`src/rtl/io_unit_if.sv`:
```
// CPU-side and external-side handshake signals of the I/O unit.
// The slave modport is the io_unit view; master is the CPU/peripheral view.
interface io_unit_if;
  logic        cpu_out_req;
  logic [15:0] cpu_out_data;
  logic        cpu_out_full;
  logic        cpu_in_req;
  logic [15:0] cpu_in_data;
  logic        cpu_in_done;
  logic        cpu_busy;
  logic [15:0] ext_out_data;
  logic        ext_out_valid;
  logic        ext_out_ready;
  logic [15:0] ext_in_data;
  logic        ext_in_valid;
  logic        ext_in_ready;
  logic [1:0]  status;

  modport slave (
    input  cpu_out_req, cpu_out_data, cpu_in_req, ext_out_ready, ext_in_data, ext_in_valid,
    output cpu_out_full, cpu_in_data, cpu_in_done, cpu_busy, ext_out_data, ext_out_valid,
           ext_in_ready, status
  );

  modport master (
    output cpu_out_req, cpu_out_data, cpu_in_req, ext_out_ready, ext_in_data, ext_in_valid,
    input  cpu_out_full, cpu_in_data, cpu_in_done, cpu_busy, ext_out_data, ext_out_valid,
           ext_in_ready, status
  );
endinterface

```
`src/rtl/io_unit.sv`:
```
// CPU I/O unit: buffered output FIFO toward an external sink and a blocking,
// timeout-guarded single-word input path. Both paths operate independently.
module io_unit #(
  parameter int unsigned OUT_DEPTH  = 4,
  parameter int unsigned IN_TIMEOUT = 255
) (
  input logic       clock,
  input logic       reset,
  io_unit_if.slave  bus
);

  localparam int unsigned AW = (OUT_DEPTH > 1) ? $clog2(OUT_DEPTH) : 1;
  localparam int unsigned CW = $clog2(OUT_DEPTH + 1);

  // ---------------- output FIFO ----------------
  logic [15:0]   mem [OUT_DEPTH];
  logic [AW-1:0] wr_ptr, rd_ptr;
  logic [CW-1:0] count;
  logic          full, empty, push, pop, overflow;
  logic          out_overflow;

  assign full  = (count == CW'(OUT_DEPTH));
  assign empty = (count == '0);
  assign pop   = !empty && bus.ext_out_ready;
  // A pop in the same cycle frees a slot, so a full FIFO still accepts the word.
  assign push     = bus.cpu_out_req && (!full || pop);
  assign overflow = bus.cpu_out_req && full && !pop;

  always_ff @(posedge clock) begin
    if (push) mem[wr_ptr] <= bus.cpu_out_data;
  end

  always_ff @(posedge clock) begin
    if (reset) begin
      wr_ptr       <= '0;
      rd_ptr       <= '0;
      count        <= '0;
      out_overflow <= 1'b0;
    end else begin
      if (push) wr_ptr <= wr_ptr + AW'(1);
      if (pop)  rd_ptr <= rd_ptr + AW'(1);
      if (push && !pop)      count <= count + CW'(1);
      else if (pop && !push) count <= count - CW'(1);
      if (overflow) out_overflow <= 1'b1;
    end
  end

  assign bus.ext_out_data  = mem[rd_ptr];
  assign bus.ext_out_valid = !empty;
  assign bus.cpu_out_full  = full;

  // ---------------- input FSM ----------------
  typedef enum logic [1:0] {IDLE, WAIT_IN, DONE} in_state_t;

  in_state_t   state, state_nxt;
  logic [15:0] timer;
  logic [15:0] in_data;
  logic        in_timeout;
  logic        capture, timeout_hit;

  always_ff @(posedge clock) begin
    if (reset) state <= IDLE;
    else       state <= state_nxt;
  end

  always_comb begin
    state_nxt   = state;
    capture     = 1'b0;
    timeout_hit = 1'b0;
    case (state)
      IDLE:    if (bus.cpu_in_req) state_nxt = WAIT_IN;
      WAIT_IN: begin
        // Valid data on the final cycle takes priority over the timeout.
        if (bus.ext_in_valid) begin
          capture   = 1'b1;
          state_nxt = DONE;
        end else if (timer == 16'(IN_TIMEOUT - 1)) begin
          timeout_hit = 1'b1;
          state_nxt   = DONE;
        end
      end
      DONE:    state_nxt = IDLE;
      default: state_nxt = IDLE;
    endcase
  end

  always_ff @(posedge clock) begin
    if (reset) begin
      timer      <= '0;
      in_data    <= '0;
      in_timeout <= 1'b0;
    end else begin
      if (state == IDLE)        timer <= '0;
      else if (state == WAIT_IN) timer <= timer + 16'd1;
      if (capture)     in_data <= bus.ext_in_data;
      if (timeout_hit) begin
        in_data    <= '1;
        in_timeout <= 1'b1;
      end
    end
  end

  assign bus.cpu_in_data  = in_data;
  assign bus.cpu_in_done  = (state == DONE);
  assign bus.ext_in_ready = (state == WAIT_IN);
  assign bus.cpu_busy     = (state != IDLE) || bus.cpu_in_req;
  assign bus.status       = {in_timeout, out_overflow};

endmodule

```
`src/flat_wrapper.sv`:
```
// flat-port wrapper written by rule: the top's interface ports become plain ports
module io_unit_flat 
#(
  parameter int unsigned OUT_DEPTH  = 4,
  parameter int unsigned IN_TIMEOUT = 255
)
  (clock, reset, bus_cpu_out_req, bus_cpu_out_data, bus_cpu_in_req, bus_ext_out_ready, bus_ext_in_data, bus_ext_in_valid, bus_cpu_out_full, bus_cpu_in_data, bus_cpu_in_done, bus_cpu_busy, bus_ext_out_data, bus_ext_out_valid, bus_ext_in_ready, bus_status);
  io_unit_if bus_i ();
  input logic clock;
  input logic reset;
  input wire logic [$bits(bus_i.cpu_out_req)-1:0] bus_cpu_out_req;
  input wire logic [$bits(bus_i.cpu_out_data)-1:0] bus_cpu_out_data;
  input wire logic [$bits(bus_i.cpu_in_req)-1:0] bus_cpu_in_req;
  input wire logic [$bits(bus_i.ext_out_ready)-1:0] bus_ext_out_ready;
  input wire logic [$bits(bus_i.ext_in_data)-1:0] bus_ext_in_data;
  input wire logic [$bits(bus_i.ext_in_valid)-1:0] bus_ext_in_valid;
  output wire logic [$bits(bus_i.cpu_out_full)-1:0] bus_cpu_out_full;
  output wire logic [$bits(bus_i.cpu_in_data)-1:0] bus_cpu_in_data;
  output wire logic [$bits(bus_i.cpu_in_done)-1:0] bus_cpu_in_done;
  output wire logic [$bits(bus_i.cpu_busy)-1:0] bus_cpu_busy;
  output wire logic [$bits(bus_i.ext_out_data)-1:0] bus_ext_out_data;
  output wire logic [$bits(bus_i.ext_out_valid)-1:0] bus_ext_out_valid;
  output wire logic [$bits(bus_i.ext_in_ready)-1:0] bus_ext_in_ready;
  output wire logic [$bits(bus_i.status)-1:0] bus_status;
  assign bus_i.cpu_out_req = bus_cpu_out_req;
  assign bus_i.cpu_out_data = bus_cpu_out_data;
  assign bus_i.cpu_in_req = bus_cpu_in_req;
  assign bus_i.ext_out_ready = bus_ext_out_ready;
  assign bus_i.ext_in_data = bus_ext_in_data;
  assign bus_i.ext_in_valid = bus_ext_in_valid;
  assign bus_cpu_out_full = bus_i.cpu_out_full;
  assign bus_cpu_in_data = bus_i.cpu_in_data;
  assign bus_cpu_in_done = bus_i.cpu_in_done;
  assign bus_cpu_busy = bus_i.cpu_busy;
  assign bus_ext_out_data = bus_i.ext_out_data;
  assign bus_ext_out_valid = bus_i.ext_out_valid;
  assign bus_ext_in_ready = bus_i.ext_in_ready;
  assign bus_status = bus_i.status;
  io_unit #(.OUT_DEPTH(OUT_DEPTH), .IN_TIMEOUT(IN_TIMEOUT)) u_core (.clock(clock), .reset(reset), .bus(bus_i));
endmodule
```
`config.mk`:
```
export PLATFORM = sky130hd
export DESIGN_NAME = io_unit_flat
export DESIGN_NICKNAME = d
export VERILOG_FILES = /design/src/rtl/io_unit_if.sv /design/src/rtl/io_unit.sv /design/src/flat_wrapper.sv
export SDC_FILE = /design/constraint.sdc
export NUM_CORES = 1
export LEC_CHECK = 0
export BUFFER_PORTS_ARGS = -buffer_cell sky130_fd_sc_hd__buf_2
export CAP_MARGIN = 15
export CORE_ASPECT_RATIO = 1.1
export CORE_MARGIN = 1
export CORE_UTILIZATION = 40
export CTS_BUF_LIST = sky130_fd_sc_hd__clkbuf_8
export CTS_CLUSTER_DIAMETER = 150
export DETAILED_ROUTE_END_ITERATION = 10
export PLACE_DENSITY_LB_ADDON = 0.25
export SYNTH_ARGS = -nofsm -noshare
export SYNTH_HDL_FRONTEND = slang
export SYNTH_SLANG_ARGS = --single-unit
```
`constraint.sdc`:
```
create_clock -name clock -period 2.5 [get_ports clock]
set_input_delay 0.125 -clock clock [delete_from_list [all_inputs] [get_ports clock]]
set_output_delay 0.125 -clock clock [all_outputs]
set_load 0.005 [all_outputs]
```
==> results.json, run 1 <==
{
  "startpoint_type": "flip-flop",
  "synth_mux_area_share_pct": 9.057,
  "netlist.area_leader.share_pct": 44.44,
  "grt.total_usage_pct": 15.23,
  "synth_edf_count": 64,
  "critical_path_class": "flip-flop to flip-flop",
  "cts-htree-levels": 3,
  "fin_crit_sh_pct": 87.43,
  "drtAntennaViolNets": 0,
  "grt_antenna_before_repair": 0,
  "ys_seq_elements": 109,
  "routedWlPerCell_um": 14.56,
  "drv_slew": 0,
  "n_antenna_cell": 0,
  "r2r-start": "u_core.count[0]",
  "drt_iter0_markers": 116,
  "synth_largest_area_cell": "edfxtp_1",
  "required_ps": 2800,
  "synth_cell_types": 41,
  "first_pass_iters": 4,
  "combPwrFrac_pct": 21.6,
  "slew_headroom_pct": 60.86,
  "cts_setup_buffers": 0,
  "register_area_mm2": 0.002823,
  "rsz0062_at_grt": "no",
  "end_kind": "flip-flop",
  "avgSynthCellArea_um2": 13.82,
  "timing.fmax_mhz": 457.5,
  "viasPerCell": 4.986,
  "irDropWorstVdd_v": 0.0002979,
  "power.density_mw_per_mm2": 774.1,
  "core-area_mm2": 0.01044,
  "netlist_instances": 313,
  "fin_nets": 453,
  "hp-start": "bus_ext_in_data[3]",
  "worstPathArrival_ps": 2490,
  "fillers": 946,
  "grt_pass1_vias": 2754,
  "route.detailed.drc": 0,
  "grt-ovfl-total": 0,
  "rr_endpoint": "u_core.count[2]",
  "die_area_mm2": 0.01123,
  "fin_worst_skew_ps": 8.590,
  "yosys.area_share.simple_pct": 13.34,
  "synth_top_family_by_area": "simple AND/OR/NAND/NOR gates",
  "synthAdderAreaFrac_pct": 2.488,
  "synth_commonest_cells": "edfxtp_1 (64), dfxtp_1 (45), nor3_1 (35)",
  "syn_nets": 359,
  "cts-root-buf": "clkbuf_8",
  "whs_ps": 23.42,
  "seq_area_frac_synth_pct": 65.28,
  "pwr-share-seq_pct": 52.8,
  "synth-compound-area-share_pct": 3.935,
  "worst_pin_slew_ps": 585.7,
  "grt_max_degree": 31,
  "min_to": "u_core.bus.cpu_in_data[3]",
  "dpl.hpwl_mm": 5.205,
  "clock-sinks": 109,
  "yosys_warnings": 0,
  "grt_pass1_wl_mm": 13.23,
  "clk_latency_ps": 370,
  "cts_tree": "done",
  "final.min_clock_period_ps": 2186,
  "r2r_cells": 8,
  "vias": 2767,
  "placed_cell_area_mm2": 0.004862,
  "stdcell_count": 555,
  "internal_power_mw": 2.913,
  "die_w_um": 101.1,
  "path_clk_slew_ps": 110,
  "p_leak_nw": 1.942,
  "ys.flop_type": "edfxtp_1",
  "status": "complete, no violations",
  "multi_input_area_mm2": 0.001389,
  "cts_buffers": 9,
  "synthArstFlopShare_pct": 0,
  "num_rows": 39,
  "hold_viol": 0,
  "r2r_slack_ps": 310,
  "die_y_um": 111.0,
  "ys_top_cells_by_area": "edfxtp_1 (44%), dfxtp_1 (21%), mux4_2 (8.3%)",
  "synth_xor_area_share_pct": 3.241,
  "netlist_area_mm2": 0.004324,
  "clock_power_share_pct": 25.6,
  "io_buffer_count": 76,
  "cp_slowest_cell": "or3_1",
  "slowest_delay_ps": 400,
  "crit_chain": "or3_1, nand2_1, ha_1, inv_1, fa_1, xor2_1, or3_1, a21oi_1",
  "synth.most_common_cell": "edfxtp_1",
  "maxCapViolCount": 0,
  "critical_path.max_fanout": 5,
  "io_pins": 77,
  "layout-drive-gt1-share_pct": 30.10,
  "start_util_pct": 41.41,
  "final_area_mm2": 0.005224,
  "p_sw_share_pct": 27.96,
  "numPlacedInstances": 522,
  "switching_power_mw": 1.131,
  "area_growth_pct": 20.80,
  "setup_viol": 0,
  "fin_tns_setup_ps": 0,
  "min_path_cells": 3,
  "finalWirelength_mm": 8.083,
  "cp_common_cell": "or3_1",
  "gp_congestion": 0.7477,
  "clock_path_buffers": 2,
  "hold_class": "input port to flip-flop"
}
[worst max-delay path by stage]
stage / cells after the start / end / startpoint / slack, ps
floorplan: 8 / u_core.count[2] / u_core.count[0] / 420
global placement: 8 / u_core.count[2] / u_core.count[0] / 290
detailed placement: 8 / u_core.count[2] / u_core.count[0] / 200
CTS: 8 / u_core.count[2] / u_core.count[0] / 170
global route: 8 / u_core.count[2] / u_core.count[0] / 150
finish: 8 / u_core.count[2] / u_core.count[0] / 310
[sequential cells by signal, summed over array words and instances (netlist names), named ones only]
signal                  count
u_core.bus.cpu_in_data     16
u_core.in_timeout           1
u_core.mem                 64
u_core.wr_ptr               2
u_core.timer               16
u_core.state                2
u_core.count                3
u_core.rd_ptr               2
u_core.out_overflow         1
[repair_timing]
action	4_1_cts	5_1_grt
gates resized for setup	0	1
hold endpoints to repair	65	0
setup endpoints to repair	0	1
hold buffers	17	0
[critical path: cells and delay by family (launching register included)]
kind	cells	cell delay (ps)
AO/OA/AOI/OAI	1	140
XOR/XNOR	1	160
adder cells (fa/ha/maj)	2	560
buffers and inverters	1	60
flip-flops	1	370
AND/OR/NAND/NOR	3	820
[placed cells by master (no fill, tap or decap), types with 5 or more instances in the layout]
cell type,instances
buf_2,76
xor2_1,13
nor2_1,26
dlygate4sd3_1,17
nor3_1,35
ha_1,7
buf_4,9
o22ai_1,16
inv_1,7
or3_1,6
dfxtp_1,45
clkbuf_8,9
o21ai_0,5
edfxtp_1,64
mux4_2,16
a21oi_1,6
nand2_1,10
[per-layer routing]
metal | global-route usage [%] | vias up | part of all wire (%)
met1 | 20.43 | 1324 | 47
met5 | 0 | - | 0
met4 | 6.667 | 0 | 1.7
met3 | 3.468 | 9 | 5.2
li1 | - | 1362 | -
met2 | 23.49 | 72 | 46
[kinds of logic after synthesis]
| logic type | Yosys count |
|---|---|
| mux | 19 |
| fa+ha+maj | 8 |
| xor+xnor | 16 |
| flops | 109 |
| compound gates | 29 |
| simple gates | 106 |
| buf+inv | 26 |
[power groups by stage]
stage	Combinational, mW	Clock [mW]	Sequential (mW)
floorplan	0.578	0	2.16
global placement	0.856	0	2.17
detailed placement	0.873	0	2.18
CTS	0.894	1.07	2.14
global route	0.982	1.14	2.15
finish	0.873	1.03	2.14
[area by class of cell]
| cell class | instances | area share, % |
|---|---|---|
| Multi-Input combinational cell | 178 | 26.59 |
| Sequential cell | 109 | 54.04 |
| Inverter | 7 | 0.5030 |
| Clock buffer | 9 | 2.371 |
| Tap cell | 143 | 3.425 |
| Timing Repair Buffer | 102 | 11.83 |
| Clock inverter | 7 | 1.246 |
[through the flow]
step | setup WS [ps] | util [%] | total power [mW]
floorplan | 421.5 | - | 2.738
global placement | 289.9 | 46.56 | 3.026
detailed placement | 204.0 | 46.56 | 3.051
CTS | 172.9 | 50.00 | 4.098
global route | 148.1 | 50.02 | 4.281
finish | 314.2 | 50.02 | 4.044
Note: power is estimated with default switching activity, not from simulation.
==> run 2: changes to the inputs <==
- HOLD_SLACK_MARGIN: unset -> 0.15
- PLACE_DENSITY_LB_ADDON: 0.25 -> 0.08
- clock period: 2.5 -> 2 ns (I/O delays scaled with it)
==> run 2 against run 1 <==
First-iteration DRC count shrank 45%. Fmax grew 9.9%. Clock skew is essentially flat. Sequential power grew 24%. Combinational power grew 47%. Final area grew 5.4%. Critical endpoint unchanged. Largest power group unchanged.
==> results.json, run 2 (synthesis gave the netlist of run 1 again) <==
{
  "grt_max_degree": 25,
  "final_area_mm2": 0.005508,
  "critical_path_class": "flip-flop to flip-flop",
  "utilization_pct": 52.74,
  "required_ps": 2290,
  "hold_class": "input port to flip-flop",
  "clock_path_buffers": 2,
  "worst_pin_slew_ps": 559.9,
  "die_y_um": 111.0,
  "grt.total_usage_pct": 15.69,
  "clk_latency_ps": 360,
  "hold_viol": 0,
  "largest_reg_flops": 64,
  "cts-root-buf": "clkbuf_8",
  "crit_chain": "or3_4, nand2_4, ha_4, inv_2, fa_2, xor2_1, or3_1, a21oi_2",
  "io_buffer_count": 76,
  "placed_cell_area_mm2": 0.004951,
  "grt_antenna_before_repair": 0,
  "viasPerCell": 4.841,
  "drtAntennaViolNets": 0,
  "fin_nets": 482,
  "first_pass_iters": 4,
  "irDropWorstVdd_v": 0.0003748,
  "setup_viol": 0,
  "worstPathArrival_ps": 2280,
  "slowest_delay_ps": 400,
  "grt_pass1_vias": 2915,
  "cts-htree-levels": 3,
  "die_w_um": 101.1,
  "power.density_mw_per_mm2": 928.4,
  "cp_slowest_cell": "or3_4",
  "io_pins": 77,
  "route.detailed.drc": 0,
  "drt_iter0_markers": 64,
  "maxCapViolCount": 0,
  "slew_headroom_pct": 62.58,
  "grt-ovfl-total": 0,
  "critPathTopFamily": "simple AND/OR/NAND/NOR gates",
  "p_leak_nw": 2.066,
  "final_common_cell": "buf_2",
  "fin_crit_sh_pct": 99.47,
  "area_growth_pct": 27.37,
  "path_clk_slew_ps": 100,
  "die_area_mm2": 0.01123,
  "fin_worst_skew_ps": 8.189,
  "cts_tree": "done",
  "dpl.hpwl_mm": 5.201,
  "gp_congestion": 0.7290,
  "final.min_clock_period_ps": 1989,
  "vias": 2827,
  "end_kind": "flip-flop",
  "routedWlPerCell_um": 14.07,
  "core-area_mm2": 0.01044,
  "grt_pass1_wl_mm": 13.55,
  "cts_buffers": 9,
  "regMostFlops": "u_core.mem",
  "num_rows": 39,
  "status": "complete, no violations",
  "fillers": 942,
  "rsz0062_at_grt": "yes",
  "clock-sinks": 109,
  "path_buf_inv": 1,
  "drv_slew": 0,
  "critical_path.max_fanout": 5,
  "finalWirelength_mm": 8.217,
  "n_antenna_cell": 0,
  "startpoint_type": "flip-flop",
  "timing.fmax_mhz": 502.7,
  "layout_common_cells": "buf_2 (76), edfxtp_1 (64), dfxtp_1 (43)",
  "start_util_pct": 41.41,
  "layout-drive-gt1-share_pct": 31.75
}
run 2: cell types whose count changed in the layout (fill, tap and decap cells not counted), sizes merged:
cell | previous run | this run
clkinv | 2 | 3
inv | 12 | 10
dlygate4sd3 | 17 | 36
clkinvlp | 0 | 1
buf | 85 | 95
run 2: per-layer routing:
| layer | GRT usage [%] | wire, um | part of all wire [%] | up-vias |
|---|---|---|---|---|
| li1 | - | - | - | 1418 |
| met1 | 18.25 | 3580 | 44 | 1335 |
| met2 | 27.07 | 4132 | 50 | 65 |
| met3 | 4.161 | 375 | 4.6 | 9 |
| met4 | 6.377 | 129 | 1.6 | 0 |
| met5 | 0 | 0 | 0 | - |
run 2: final timing paths:
| path | from | end | slack (ps) | cells after the start |
|---|---|---|---|---|
| worst min register to register | u_core.in_timeout | u_core.in_timeout | 480 | 1 |
| worst max register to register | u_core.count[2] | u_core.count[2] | 10 | 8 |
| worst min-delay path | bus_ext_in_valid | u_core.state[1] | 180 | 3 |
| worst max-delay path | u_core.count[2] | u_core.count[2] | 10 | 8 |
run 2: stage by stage:
stage	setup WS (ps)	TNS [ps]	instances	hold WS, ps	total power [mW]
floorplan	6.506	0	313	198.9	3.464
global placement	34.04	0	531	318.3	3.905
detailed placement	-10.91	-10.91	531	315.6	3.924
CTS	13.53	0	584	170.5	5.173
global route	-57.29	-57.29	584	206.2	5.411
finish	10.70	0	584	176.8	5.113
run 2: layout make-up:
type / count / area, um^2 / share of cell area [%]
multi-input combinational: 178 / 1424 / 25.85
sequential: 109 / 2825 / 51.29
tap: 143 / 178.9 / 3.249
timing repair buffer: 131 / 883.3 / 16.04
clock inverter: 7 / 46.29 / 0.8405
clock buffer: 9 / 123.9 / 2.249
inverter: 7 / 26.28 / 0.4771
run 2: timing repair:
item | 4_1_cts | 5_1_grt
setup endpoints to repair | 1 | 2
resized for setup | 3 | 3
hold endpoints to repair | 85 | 0
setup buffers | 1 | 0
pin swaps | 1 | 3
hold buffers | 36 | 0
run 2: worst register-to-register path, cell delays in order, from the launching register on:
cell and delay [ps]:
dfxtp_2 350, or3_4 400, nand2_4 80, ha_4 140, inv_2 40, fa_2 320
xor2_1 160, or3_1 330, a21oi_2 120
run 2: power by group:
part | total, mW | switching (mW) | leakage, nW | internal (mW)
logic | 1.28 | 0.570 | 1.02 | 0.709
clock network | 1.17 | 0.722 | 0.0922 | 0.451
registers | 2.66 | 0.0842 | 0.954 | 2.58
==> run 3: changes to the inputs <==
- clock period: 2 -> 1.92 ns (I/O delays scaled with it)
==> run 3 against run 2 <==
The flow now finishes with violations (negative setup slack). Critical path depth stayed put. Power is 7.3% higher. Setup slack worse by 43 ps. Final area is 1.5% higher. Highest routed layer unchanged.
==> results.json, run 3 (synthesis gave the netlist of run 1 again) <==
{
  "r2r_cells": 8,
  "first_pass_iters": 4,
  "route.detailed.drc": 0,
  "critPathTopFamily": "simple AND/OR/NAND/NOR gates",
  "placed_cell_area_mm2": 0.005031,
  "clock-sinks": 109,
  "power.density_mw_per_mm2": 981.2,
  "cp_slowest_cell": "or3_4",
  "timing.fmax_mhz": 512.3,
  "top_usage_layer": "met2",
  "layout_common_cells": "buf_2 (76), edfxtp_1 (64), dfxtp_1 (44)",
  "regMostFlops": "u_core.mem",
  "clock_path_buffers": 2,
  "cts-root-buf": "clkbuf_8",
  "startpoint_type": "flip-flop",
  "slowest_delay_ps": 380,
  "core-area_mm2": 0.01044,
  "clk_latency_ps": 370,
  "finalWirelength_mm": 8.398,
  "largest_reg_flops": 64,
  "final_area_mm2": 0.005592,
  "cts-htree-levels": 3,
  "slew_headroom_pct": 62.21,
  "maxCapViolCount": 0,
  "die_w_um": 101.1,
  "layout-drive-gt1-share_pct": 33.11,
  "rsz0062_at_grt": "yes",
  "fin_crit_sh_pct": 101.7,
  "viasPerCell": 4.925,
  "cts_tree": "done",
  "hold_class": "input port to flip-flop",
  "path_depth": 8,
  "combPwrFrac_pct": 25.8,
  "fin_worst_skew_ps": 10.89,
  "routedWlPerCell_um": 14.23,
  "grt.total_usage_pct": 15.94,
  "grt_antenna_before_repair": 0,
  "grt_util_met1_pct": 19.36,
  "grt_max_degree": 27,
  "fin_nets": 488,
  "min_path_cells": 4,
  "path_clk_slew_ps": 100,
  "violations": "negative setup slack",
  "die_area_mm2": 0.01123,
  "path_buf_inv": 1,
  "irDropWorstVdd_v": 0.0004281,
  "status": "complete, but fails checks",
  "p_leak_nw": 2.096,
  "worstPathArrival_ps": 2260,
  "met2_usage_pct": 26.89,
  "die_y_um": 111.0,
  "fin_tns_setup_ps": -31.81,
  "crit_chain": "or3_4, nand2_4, ha_4, inv_2, fa_2, xor2_1, or3_1, a21oi_2",
  "worst_pin_slew_ps": 565.5,
  "setup_ws_ps": -31.81,
  "gp_congestion": 0.6656,
  "final.min_clock_period_ps": 1952,
  "hold_viol": 0,
  "area_growth_pct": 29.31,
  "drv_slew": 0,
  "io_buffer_count": 76,
  "clock_power_share_pct": 23.6,
  "critical_path_class": "flip-flop to flip-flop",
  "end_kind": "flip-flop",
  "grt_pass1_vias": 2934,
  "cts_buffers": 9,
  "num_rows": 39,
  "drt_iter0_markers": 81,
  "critical_path.max_fanout": 3,
  "n_antenna_cell": 0,
  "pwr-share-seq_pct": 50.6,
  "whs_ps": 190.4,
  "drtAntennaViolNets": 0,
  "required_ps": 2220,
  "grt_pass1_wl_mm": 13.84,
  "io_pins": 77,
  "internal_power_mw": 3.976,
  "dpl.hpwl_mm": 5.304,
  "switching_power_mw": 1.510,
  "p_sw_share_pct": 27.53,
  "final_common_cell": "buf_2",
  "use_met3_pct": 3.153,
  "vias": 2906,
  "start_util_pct": 41.41,
  "setup_viol": 1,
  "grt-ovfl-total": 0
}
run 3: layout make-up:
type                            count  area (um^2)
Clock buffer                        9        123.9
Multi-Input combinational cell    178         1426
Inverter                            7        26.28
Timing Repair Buffer              137        953.4
Fill cell                         919         4851
Sequential cell                   109         2826
Tap cell                          143        178.9
Clock inverter                      7        56.30
run 3: through the flow:
stage / utilization [%] / std cells / setup WS (ps) / power, mW
after global placement: 48.18 / 537 / -4.592 / 4.166
after CTS: 53.43 / 590 / -45.15 / 5.548
after floorplan: - / 313 / -17.13 / 3.624
after detailed placement: 48.18 / 537 / -32.73 / 4.181
after global routing: 53.55 / 590 / -95.16 / 5.790
final: 53.55 / 590 / -31.81 / 5.487
run 3: worst register-to-register path: cells and delay by family (launching register included):
| kind | cells | cell delay (ps) |
|---|---|---|
| AOI/OAI and AO/OA | 1 | 110 |
| xor gates and xnor gates | 1 | 150 |
| adders and majority gates | 2 | 450 |
| buffers and inverters | 1 | 30 |
| DFF | 1 | 360 |
| and+or+nand+nor | 3 | 780 |
run 3: power groups by stage:
stage,sequential (mW),clock (mW),combinational (mW)
finish,2.78,1.29,1.42
global route,2.80,1.43,1.56
CTS,2.77,1.34,1.43
detailed placement,2.83,0,1.35
global placement,2.82,0,1.34
floorplan,2.82,0,0.802
run 3: per-layer routing:
layer	wire, um	share of wire, %
met1	3824	46
met2	4157	49
met3	326	3.9
met4	89	1.1
met5	0	0
run 3: worst paths after layout:
path	slack [ps]	startpoint	to
hold / removal	190	bus_ext_out_ready	u_core.rd_ptr[1]
setup reg to reg	-30	u_core.count[0]	u_core.count[2]
setup / recovery	-30	u_core.count[0]	u_core.count[2]
hold reg to reg	490	u_core.in_timeout	u_core.in_timeout
run 3: repair_timing:
action	4_1_cts	5_1_grt
setup endpoints to repair	1	2
gates resized for setup	1	3
hold buffers	36	0
buffers inserted	1	0
pin swaps	2	1
endpoints found under the hold margin	84	0
